## config.mk

```make
export PLATFORM = sky130hd
export DESIGN_NAME = tuning_word_estimator
export DESIGN_NICKNAME = d
export VERILOG_FILES = /design/src/rtl/tuning_word_estimator.sv
export SDC_FILE = /design/constraint.sdc
export NUM_CORES = 1
export LEC_CHECK = 0
export BUFFER_PORTS_ARGS = -buffer_cell sky130_fd_sc_hd__buf_2
export CORE_MARGIN = 2
export CORE_UTILIZATION = 40
export CTS_CLUSTER_SIZE = 25
export DETAILED_ROUTE_END_ITERATION = 8
export SETUP_SLACK_MARGIN = 0.1
export SYNTH_ARGS = -nofsm -noshare
export SYNTH_HDL_FRONTEND = slang
export SYNTH_SLANG_ARGS = --single-unit
```

## constraint.sdc

```tcl
create_clock -name i_clk -period 2.77 [get_ports i_clk]
set_clock_uncertainty 0.05 [all_clocks]
set_input_delay 0.277 -clock i_clk [delete_from_list [all_inputs] [get_ports i_clk]]
set_output_delay 0.277 -clock i_clk [all_outputs]
set_load 0.03 [all_outputs]
```

## src/rtl/tuning_word_estimator.sv

```systemverilog
// Recovers a DDS frequency tuning word by counting rising edges of a 1-bit
// periodic signal over a gate of DEPTH<<AVG_LOG2 clocks.
module tuning_word_estimator #(
    parameter int DEPTH    = 1024,
    parameter int AVG_LOG2 = 0
) (
    input  logic                     i_clk,
    input  logic                     i_rst,
    input  logic                     i_start,
    input  logic                     i_stop,
    input  logic                     i_continuous,
    input  logic                     i_sig,
    output logic [$clog2(DEPTH)-1:0] o_tuning_word,
    output logic                     o_valid,
    output logic                     o_nyquist,
    output logic                     o_busy
);
    localparam int LW = $clog2(DEPTH);
    localparam int CW = LW + AVG_LOG2 + 1;
    localparam logic [CW-1:0] LAST = CW'((DEPTH << AVG_LOG2) - 1);
    localparam logic [LW-1:0] HALF = LW'(DEPTH / 2);

    typedef enum logic {IDLE, GATE} state_t;

    state_t          r_state, w_state_nxt;
    logic            r_prev, w_prev_nxt;
    logic [CW-1:0]   r_timer, w_timer_nxt;
    logic [CW-1:0]   r_edges, w_edges_nxt;
    logic [LW-1:0]   r_word, w_word_nxt;
    logic            r_valid, w_valid_nxt;
    logic            r_nyq, w_nyq_nxt;

    logic            w_rise;
    logic            w_last;
    logic [CW-1:0]   w_edges_tot;
    logic [LW-1:0]   w_result;

    // Averaging divides the total edge count by 2^AVG_LOG2, truncating.
    function automatic logic [LW-1:0] f_scale(input logic [CW-1:0] edges);
        return LW'(edges >> AVG_LOG2);
    endfunction

    assign w_rise      = i_sig & ~r_prev;
    assign w_last      = (r_timer == LAST);
    assign w_edges_tot = r_edges + CW'(w_rise);
    assign w_result    = f_scale(w_edges_tot);

    always_comb begin
        w_state_nxt = r_state;
        w_prev_nxt  = r_prev;
        w_timer_nxt = r_timer;
        w_edges_nxt = r_edges;
        w_word_nxt  = r_word;
        w_valid_nxt = 1'b0;
        w_nyq_nxt   = 1'b0;
        if (i_stop) begin
            w_state_nxt = IDLE;
            w_timer_nxt = '0;
            w_edges_nxt = '0;
        end else begin
            case (r_state)
                IDLE: begin
                    if (i_start) begin
                        // Reference sample only; the first comparison happens next cycle.
                        w_prev_nxt  = i_sig;
                        w_timer_nxt = '0;
                        w_edges_nxt = '0;
                        w_state_nxt = GATE;
                    end
                end
                GATE: begin
                    w_prev_nxt = i_sig;
                    if (w_last) begin
                        w_valid_nxt = 1'b1;
                        w_word_nxt  = w_result;
                        w_nyq_nxt   = (w_result == HALF);
                        w_timer_nxt = '0;
                        w_edges_nxt = '0;
                        if (!i_continuous) begin
                            w_state_nxt = IDLE;
                        end
                    end else begin
                        w_timer_nxt = r_timer + 1'b1;
                        w_edges_nxt = w_edges_tot;
                    end
                end
                default: w_state_nxt = IDLE;
            endcase
        end
    end

    always_ff @(posedge i_clk) begin
        if (i_rst) begin
            r_state <= IDLE;
            r_prev  <= 1'b0;
            r_timer <= '0;
            r_edges <= '0;
            r_word  <= '0;
            r_valid <= 1'b0;
            r_nyq   <= 1'b0;
        end else begin
            r_state <= w_state_nxt;
            r_prev  <= w_prev_nxt;
            r_timer <= w_timer_nxt;
            r_edges <= w_edges_nxt;
            r_word  <= w_word_nxt;
            r_valid <= w_valid_nxt;
            r_nyq   <= w_nyq_nxt;
        end
    end

    assign o_tuning_word = r_word;
    assign o_valid       = r_valid;
    assign o_nyquist     = r_nyq;
    assign o_busy        = (r_state == GATE);
endmodule

```

# == Word level (Yosys, flattened, before mapping) ==
# Cells that the tools add are included.
# word_totals
elab_cells,34
reg_bits,36
mem_count,0
in_bits,6
ram_bits,0
latchBits,0
mem_bits_ro,0
# op_classes
shift,0
order_cmp,0
mul,0
mux,12
bitwise_logic,5
n_addsub,2
div,0
eq_ne,3
n_reduce_logical,5
# ops
cell,count
case mux 11 bit (2 select lines),2
2-to-1 mux 11 bit,3
adder 11 x 1 -> 11 bit,1
adder 11 x 1 -> 11 bit (second input constant),1
== test 11 x 10 -> 1 bit (second input constant),1
== test 10 bit (second input constant),1
2-to-1 mux 1 bit,5
inverter 1 bit,4
case mux 1 bit (2 select lines),2
OR reduction 4 bit,1
AND reduction 3 bit,1
OR reduction 3 bit,1
inequality test 2 bit (second input constant),1
AND reduction 2 bit,1
OR reduction 2 bit,1
bitwise AND 1 bit,1

# == Depth between registers and ports, before layout ==
# logic_depth
ltp_word,5
mapped_depth,8

# == Worst setup path before layout ==
# Ideal clock, no wire load.
# synth_path
kind,input port to flip-flop
startpoint,in i_sig
endpoint,"reg r_nyq, in the netlist o_nyquist"
slack_ps,625
arrival_time_ps,2008
path_stages,8
required_ps,2633
cell_sequence,nor2b_1 > ha_1 > ha_1 > clkbuf_1 > or3_1 > a2111oi_1 > o221ai_1 > nor4b_2
# synth_between
elab_chain_cells,3
# synth_lines
item,line_no,text
start: declaration,12,"input logic i_sig,"
bitwise AND 1 bit,43,assign w_rise = i_sig & ~r_prev;
adder 11 x 1 -> 11 bit,45,assign w_edges_tot = r_edges + CW'(w_rise);
== test 10 bit,76,w_nyq_nxt = (w_result == HALF);
end signal: assignment,108,r_nyq <= w_nyq_nxt;
end: declaration,31,"logic r_nyq, w_nyq_nxt;"
# Every way passes these cells.
# A chain may end at the register's enable or synchronous reset.

# == Final worst setup path ==
# layout_path
startpoint,reg r_prev
endpoint,"reg r_nyq, in the netlist o_nyquist"
# layout_between
elab_chain_cells,4
# layout_lines
item,line_no,text
start: declaration,26,"logic r_prev, w_prev_nxt;"
start signal: assignment,103,r_prev <= w_prev_nxt;
inverter 1 bit,43,
bitwise AND 1 bit,43,
adder 11 x 1 -> 11 bit,45,
== test 10 bit,76,
# Every way passes these cells.

==> impl_metrics.csv <==
group,metric,value,unit
synthesis,synth_top_area_share,41.57,%
cells_and_area,final_common_cell,"dfxtp_1",
synthesis,synth_top_family_by_area,"compound AO/OA/AOI/OAI gates",
synthesis,synth_largest_area_cell,"dfxtp_1",
pwr,p_sw_share,23.45,%
synthesis,seq_area_frac_synth,41.57,%
detailed_routing,drc,0,
clocking,clk_latency,290,ps
die,dieHeight,68.91,um
cells_and_area,fill_cells,395,
grt,gr-total-overflow,0,
synthesis,syn_inst,186,
detailed_routing,drt_wl_total,3762,um
placement,io_buffers,18,
synthesis,synth_xor_xnor_area_share,4.677,%
sta,finalSetupViolations,0,
synthesis,synth_compound_area_share,22.87,%
synthesis,synth_flop_cell,"dfxtp_1",
grt,grt_use_total,18.31,%
job,cap_viol_max_count,0,
cells_and_area,drive_gt1_share,18.14,%
min_path,worst_hold_path.endpoint,"o_busy",
placement,dp_slack,404.1,ps
synthesis,syn_area_per_cell,9.061,um^2
pwr,power_frac_seq,56.1,%
cells_and_area,areaGrowthSynthToFinish,12.77,%
pwr,ir_worst_vdd,0.0002878,V
setup_path,timing.rr.end,"o_nyquist",
synthesis,yosys.area_share.simple,22.42,%
detailed_routing,drtIter0Drc,78,
sta,slew_violations,0,
synthesis,yosys_warnings,0,
setup_path,arrival,2440,ps
synthesis,yosys-top-cells-area,"dfxtp_1 42%, a22o_1 6.2%, xnor2_1 3.6%, o21ai_0 3.6%, nand2_1 3.3%",
clocking,cts_made_buffers,5,
clocking,cts_setup_buffers,0,
detailed_routing,ant_nets,0,
die,die_area,4749,um^2
synthesis,ys_ff_latch,35,
sta,post-route-period-util,82.60,%
die,fp.dieW,68.91,um
clocking,cts_resized,0,
synthesis,synth_mux_area_share,1.188,%
sta,max_freq,437.1,MHz
setup_path,r2r_slack,480,ps
outcome,run_status,"complete, no violations",
sta,fin_tns_setup,0,ps
detailed_routing,viasPerCell,5.606,
synthesis,synthAdderAreaFrac,2.227,%
setup_path,cp-startpoint,"r_prev",
synthesis,syn_area,1685,um^2
clocking,clockRootBuffer,"clkbuf_8",
setup_path,r2r_start,"r_prev",
pwr,clkPwrFrac,39.8,%
pwr,power_density,476.7,nW/um^2
setup_path,startpoint_type,"flip-flop",
setup_path,crit_type,"reg -> reg",
die,pin_count,19,
synthesis,synth_edf_count,0,
cells_and_area,layout_common_cells,"35 x dfxtp_1, 18 x buf_2, 15 x nand2_1",
sta,tightest_slew,1127,ps
die,rows,23,
grt,antenna_found_initial,0,
clocking,cts_buffer_depth,2,
synthesis,synth.distinct_cells,43,
pwr,power.switching,0.2125,mW
clocking,hold_buffers,0,
sta,setup_ws,481.9,ps
placement,gp_congestion,0.8581,
clocking,clkTransAtPathRegs,70,ps
grt,grt_pass1_vias,1355,
die,start_util,41.83,%
clocking,cts.sink_count,35,
cells_and_area,finalNetCount,212,
min_path,hold_depth,2,
synthesis,synth_async_sr_flop_share,0,%
setup_path,rr_worst_depth,7,
grt,grt_pass1_wl,6389,um
pwr,p_leak,0.6884,nW
sta,hold_viol,0,
min_path,hp-start,"i_continuous",
setup_path,crit_path_end_kind,"flip-flop",
placement,dpl.cell_count,246,
clocking,cts_tree,"built",
setup_path,worst_ep_required_time,2930,ps
placement,place_hpwl,2671,um
sta,max_slew_margin,24.52,%
die,core,4029,um^2
min_path,hold_path_class,"in -> reg",
detailed_routing,vias,1424,
cells_and_area,regArea,700.7,um^2
detailed_routing,wl_per_cell,14.81,um
sta,hold_slack,164.3,ps
synthesis,syn_nets,195,
pwr,intPower,0.6935,mW
clocking,htreeDepth,2,
cells_and_area,layoutNonFillerInstCount,254,
pwr,p_comb_share,4.1,%
detailed_routing,dr.pass1.iters,4,
grt,grt_max_degree,15,
cells_and_area,num_antenna_cells,0,
cells_and_area,fin_util,47.17,%
cells_and_area,multiInputGateArea,905.9,um^2
setup_path,critPathMaxFanout,10,
sta,fin_crit,2288,ps
sta,rsz0062_at_grt,"no",
[cell type report]
type                    count  share of cell area, %
clock buffers               6                  3.818
clock inverters             2                 0.6583
inverters                   9                  1.777
multi-input cells         131                  47.66
flip-flops and latches     35                  36.87
well taps                  50                  3.292
repair buffers             21                  5.925
[stage by stage]
stage	instance area, um^2	total power, mW
floorplan	1685	0.5432
global placement	1815	0.5560
detailed placement	1815	0.5567
CTS	1901	0.9159
global route	1901	0.9411
finish	1901	0.9060
[worst max-delay path: stages (launching register included)]
cell	delay, ps
dfxtp_1	330
nor2b_1	50
ha_1	210
ha_1	310
or3_1	350
a2111oi_1	490
o221ai_1	210
nor4b_2	210
[sequential cells by signal, indices dropped and copies added (netlist names)]
| register | count |
|---|---|
| o_nyquist | 1 |
| o_valid | 1 |
| r_timer | 11 |
| r_edges | 10 |
| o_busy | 1 |
| r_prev | 1 |
| o_tuning_word | 10 |
[power by group through the flow]
stage               registers [mW]  clock network [mW]  logic [mW]
floorplan                    0.519                   0      0.0240
global placement             0.520                   0      0.0365
detailed placement           0.520                   0      0.0371
CTS                          0.508               0.371      0.0372
global route                 0.508               0.392      0.0409
finish                       0.508               0.361      0.0371
[synthesized netlist by cell type, drive strengths merged, types with 2 or more instances]
master   instances
nand2           15
o31ai            2
a31oi            4
nand4            3
nand3           11
xnor2            7
clkbuf           8
ha               3
buf              3
nor2b            3
nor3             6
a211oi           2
nor2            10
o21a             2
and3             2
mux2i            2
o21ai           12
a21oi            4
or3              4
o2bb2ai          4
inv              9
xor2             2
a22o            12
a2111oi          2
a211o            2
dfxtp           35
nor4             7
[cell families after synthesis]
| kind of cell | Yosys count |
|---|---|
| flip-flops | 35 |
| XOR/XNOR | 9 |
| buffers and inverters | 20 |
| AO/OA/AOI/OAI | 53 |
| multiplexers | 2 |
| AND/OR/NAND/NOR | 64 |
| adder cells (fa/ha/maj) | 3 |
[metal layers]
metal	share of wire (%)	GRT usage, %	vias to the layer above
met5	0	0	-
met4	1.1	5.882	0
met3	5.0	5.682	6
met2	44	27.88	32
met1	50	24.67	662
li1	-	-	724
[how the worst max path moves through the flow]
| stage | endpoint | slack, ps | cells after the start |
|---|---|---|---|
| 4_1_cts | o_nyquist | 550 | 7 |
| 5_1_grt | o_nyquist | 400 | 7 |
| 3_3_place_gp | o_nyquist | 510 | 8 |
| 3_5_place_dp | o_nyquist | 400 | 8 |
| 6_report | o_nyquist | 480 | 7 |
| 2_1_floorplan | o_nyquist | 620 | 8 |
(Power assumes the default switching activity.)
